File: config.mk
export PLATFORM = sky130hd
export DESIGN_NAME = interval_counter_bank
export DESIGN_NICKNAME = d
export VERILOG_FILES = /design/src/rtl/interval_counter_bank.sv
export SDC_FILE = /design/constraint.sdc
export NUM_CORES = 1
export LEC_CHECK = 0
export CORE_MARGIN = 2
export CORE_UTILIZATION = 38
export CTS_CLUSTER_DIAMETER = 80
export DETAILED_ROUTE_END_ITERATION = 8
export MAX_ROUTING_LAYER = met4
export PLACE_DENSITY_LB_ADDON = 0.2
export SETUP_SLACK_MARGIN = 0.02
export SLEW_MARGIN = 25
export SYNTH_ARGS = -nofsm -noshare
export SYNTH_HDL_FRONTEND = slang
export SYNTH_SLANG_ARGS = --single-unit
File: constraint.sdc
create_clock -name clk_in -period 4.2 [get_ports clk_in]
set_clock_uncertainty 0.1 [all_clocks]
set_input_delay 0.84 -clock clk_in [delete_from_list [all_inputs] [get_ports clk_in]]
set_output_delay 0.84 -clock clk_in [all_outputs]
set_load 0.01 [all_outputs]
File: src/rtl/interval_counter_bank.sv
// Bank of NUM_CH independent interval counters: start/stop measure a cycle count into a result register.
// Define INTERVAL_COUNTER_SATURATE_EN to saturate counters at all-ones instead of wrapping.
module interval_counter_bank #(
    parameter int NUM_CH = 4,
    parameter int WIDTH  = 32
) (
    input  logic                    clk_in,
    input  logic                    rst,
    input  logic [NUM_CH-1:0]       start,
    input  logic [NUM_CH-1:0]       stop,
    input  logic [NUM_CH-1:0]       result_ack,
    output logic [NUM_CH-1:0]       busy,
    output logic [NUM_CH*WIDTH-1:0] count,
    output logic [NUM_CH*WIDTH-1:0] result,
    output logic [NUM_CH-1:0]       result_valid,
    output logic [NUM_CH-1:0]       overflow,
    output logic [NUM_CH-1:0]       overrun
);

    typedef enum logic {
        ST_IDLE  = 1'b0,
        ST_COUNT = 1'b1
    } state_t;

    for (genvar gi = 0; gi < NUM_CH; gi++) begin : g_ch
        state_t           state_q, state_d;
        logic [WIDTH-1:0] count_q, count_d;
        logic [WIDTH-1:0] result_q, result_d;
        logic [WIDTH-1:0] count_inc;
        logic             valid_q, valid_d;
        logic             ovf_q, ovf_d;
        logic             ovr_q, ovr_d;
        logic             at_max;
        logic             capture;

        always_comb begin
            at_max = &count_q;
`ifdef INTERVAL_COUNTER_SATURATE_EN
            count_inc = at_max ? count_q : count_q + WIDTH'(1);
`else
            count_inc = count_q + WIDTH'(1);
`endif
            state_d  = state_q;
            count_d  = count_q;
            result_d = result_q;
            valid_d  = valid_q;
            ovf_d    = ovf_q;
            ovr_d    = ovr_q;
            capture  = 1'b0;

            // Stop is ignored while idle, so start+stop together simply opens an interval.
            if (state_q == ST_IDLE) begin
                if (start[gi]) begin
                    state_d = ST_COUNT;
                    count_d = '0;
                    ovf_d   = 1'b0;
                end
            end else begin
                count_d = count_inc;
                if (at_max) begin
                    ovf_d = 1'b1;
                end
                if (stop[gi]) begin
                    capture = 1'b1;
                    state_d = ST_IDLE;
                end
            end

            // The captured value is the post-increment count of the stop cycle.
            if (capture) begin
                result_d = count_inc;
                valid_d  = 1'b1;
                if (valid_q) begin
                    ovr_d = ~result_ack[gi];
                end
            end else if (result_ack[gi] && valid_q) begin
                valid_d = 1'b0;
                ovr_d   = 1'b0;
            end
        end

        always_ff @(posedge clk_in) begin
            if (rst) begin
                state_q  <= ST_IDLE;
                count_q  <= '0;
                result_q <= '0;
                valid_q  <= 1'b0;
                ovf_q    <= 1'b0;
                ovr_q    <= 1'b0;
            end else begin
                state_q  <= state_d;
                count_q  <= count_d;
                result_q <= result_d;
                valid_q  <= valid_d;
                ovf_q    <= ovf_d;
                ovr_q    <= ovr_d;
            end
        end

        assign busy[gi]                     = (state_q == ST_COUNT);
        assign count[gi*WIDTH +: WIDTH]     = count_q;
        assign result[gi*WIDTH +: WIDTH]    = result_q;
        assign result_valid[gi]             = valid_q;
        assign overflow[gi]                 = ovf_q;
        assign overrun[gi]                  = ovr_q;
    end

endmodule

==> out/qor.yml <==
critPathTopFamily: "flip-flops"
die_h_um: 195
start_util: 0.387
async_flop_share: 0
netlist_area_sq_um: 13800
nNetsFinal: 1912
final-hold-violation-count: 0
worstSetupEndpointType: "primary output"
root_buffer: "clkbuf_16"
num-fill-cells: 3463
drv_slew: 0
rrSetupSlack_ns: 1.41
grt_pass1_vias: 12861
synth_seq_area_share: 0.394
vias_per_cell: 5.91
gp_congestion: 0.867
worst_path_max_delay_cell: "dfxtp_1"
htree_levels: 1
ys_types: 65
fmax_ghz: 0.329
p_leak_nw: 5.69
crit_chain: "clkdlybuf4s50_1"
maxSlewHeadroom: 0.344
synth_fp_nets: 1755
fin_setup_tns_ns: 0
cts.repair.resized: 0
setup_viol_count_final: 0
cts_setup_buffers: 0
worst_ep_arrival_time_ns: 2.10
clk_latency_ns: 0.55
critPathKind: "flip-flop to primary output"
period_minus_slack_ns: 3.04
wirelength_um: 44000
port_buffers: 285
yosysWarnings: 0
start_kind: "flip-flop"
critPathRequiredTime_ns: 3.26
cts_tree: "yes"
path_clk_slew_ns: 0.06
rsz0062_at_grt: "false"
worstMarginPinSlew_ns: 0.984
gr-total-overflow: 0
grt_max_degree: 78
post-route-period-util: 0.723
final_common_cell: "clkdlybuf4s50_1"
row_count: 69
path_max_fanout: 24
cts.path.max_buffers: 3
grt_pass1_wl_um: 70700
ant_nets: 0
p_per_area_nw_per_um2: 331
die_w_um: 195
syn_inst: 1736
peakVddDrop_mv: 0.285
dieArea_sq_um: 37900
synthFlopType: "dfxtp_1"
io_pins: 286
cap_violations: 0
critPathMaxStageDelay_ns: 0.83
synth-seq-cells: 272
stdcell_count: 2378
cp_num_buf_inv: 1
drt_pre_antenna_iters: 7
cts_buffers: 31
hpwl_um: 29400
final_cell_mix: "284 x clkdlybuf4s50_1, 272 x dfxtp_1, 141 x nor2_1, 131 x nand2_1, 110 x o21ai_0"
antenna_found_initial: 1
hold_class: "flip-flop to flip-flop"
cts_hold_buf: 0
vias: 14063
synth_edf_count: 0
status: "finished clean"
dp.cells: 2321
syn_avg_cell_area_sq_um: 7.96
drc: 0
drive_gt1_frac: 0.0569
core_sq_um: 35700
wire_per_inst_um: 18.5
cts.sinks: 272
grt_usage: 0.229
area_growth_pct: 28.2
dr.first_iter.drc_count: 983
[cells by family (layout without fill, tap and decap cells)]
family,after synthesis,count (layout),share of synthesized area
compound gates,457,457,0.218
xor+xnor,40,40,0.0254
fa+ha+maj,5,5,0.00453
buf+inv,211,391,0.0627
flops,272,272,0.394
mux,3,3,0.00226
other cells,0,1,0
simple gates,748,748,0.294
[final timing paths]
path                                    startpoint                   end  cells past startpoint
worst max-delay path               g_ch[0].state_q               busy[0]                      1
worst min register to register       g_ch[0].ovf_q         g_ch[0].ovf_q                      2
worst min-delay path                 g_ch[0].ovf_q         g_ch[0].ovf_q                      2
worst max register to register  g_ch[1].count_q[0]  g_ch[1].result_q[22]                      6
[layer usage]
| layer | global-route usage | wire (um) | vias up |
|---|---|---|---|
| li1 | - | - | 6816 |
| met1 | 0.305 | 19900 | 6671 |
| met5 | - | 0 | - |
| met3 | 0.0517 | 3620 | 67 |
| met2 | 0.352 | 19600 | 509 |
| met4 | 0.0578 | 873 | 0 |
[power breakdown]
part	internal [W]	switching (W)	leakage [nW]	total, W
clock	0.00163	0.00109	0.519	0.00272
sequential	0.00264	0.0000575	2.20	0.00270
combinational	0.000193	0.000250	2.97	0.000443
total	0.00446	0.00140	5.69	0.00586
[synth_stat cells, types with 16 or more instances]
master	number	area [sq um]
nand2_1	131	492
nor2_1	141	529
inv_1	25	93.8
nand3_1	85	425
a211oi_1	36	270
nor3b_1	35	263
and4_1	32	280
a31oi_1	70	438
and3_1	18	113
buf_4	16	120
clkbuf_1	144	541
dfxtp_1	272	5450
or4_1	28	210
a311oi_1	29	254
nand4_1	53	332
or3_1	36	225
xnor2_1	27	236
a21oi_1	77	385
o21ai_0	110	551
o211ai_1	16	120
nor4_1	39	244
nor3_1	82	410
[sequential cells by signal, summed over array words and instances (netlist names)]
signal and cells:
g_ch.count_q 128, g_ch.valid_q 4, g_ch.result_q 128, g_ch.ovf_q 4
g_ch.ovr_q 4, g_ch.state_q 4
[layout make-up]
cell class	instances	area [sq um]	share of cell area
antenna	1	2.50	0.000141
clock buffer	41	873	0.0493
clock inverter	15	150	0.00848
inverter	25	93.8	0.00530
multi-input combinational	1253	7530	0.425
sequential	272	5450	0.307
tap	461	577	0.0326
timing repair buffer	310	3040	0.172
[metrics by stage]
step	total power (W)	hold slack [ns]	worst slack, ns	instance area, sq um	utilization
floorplan	0.00299	0.332	1.88	13800	-
global placement	0.00319	0.342	1.11	16700	0.468
detailed placement	0.00320	0.351	1.06	16700	0.468
CTS	0.00594	0.358	1.12	17700	0.496
global route	0.00610	0.380	1.03	17700	0.497
finish	0.00586	0.354	1.16	17700	0.497
Note: power is estimated with default switching activity, not from simulation.
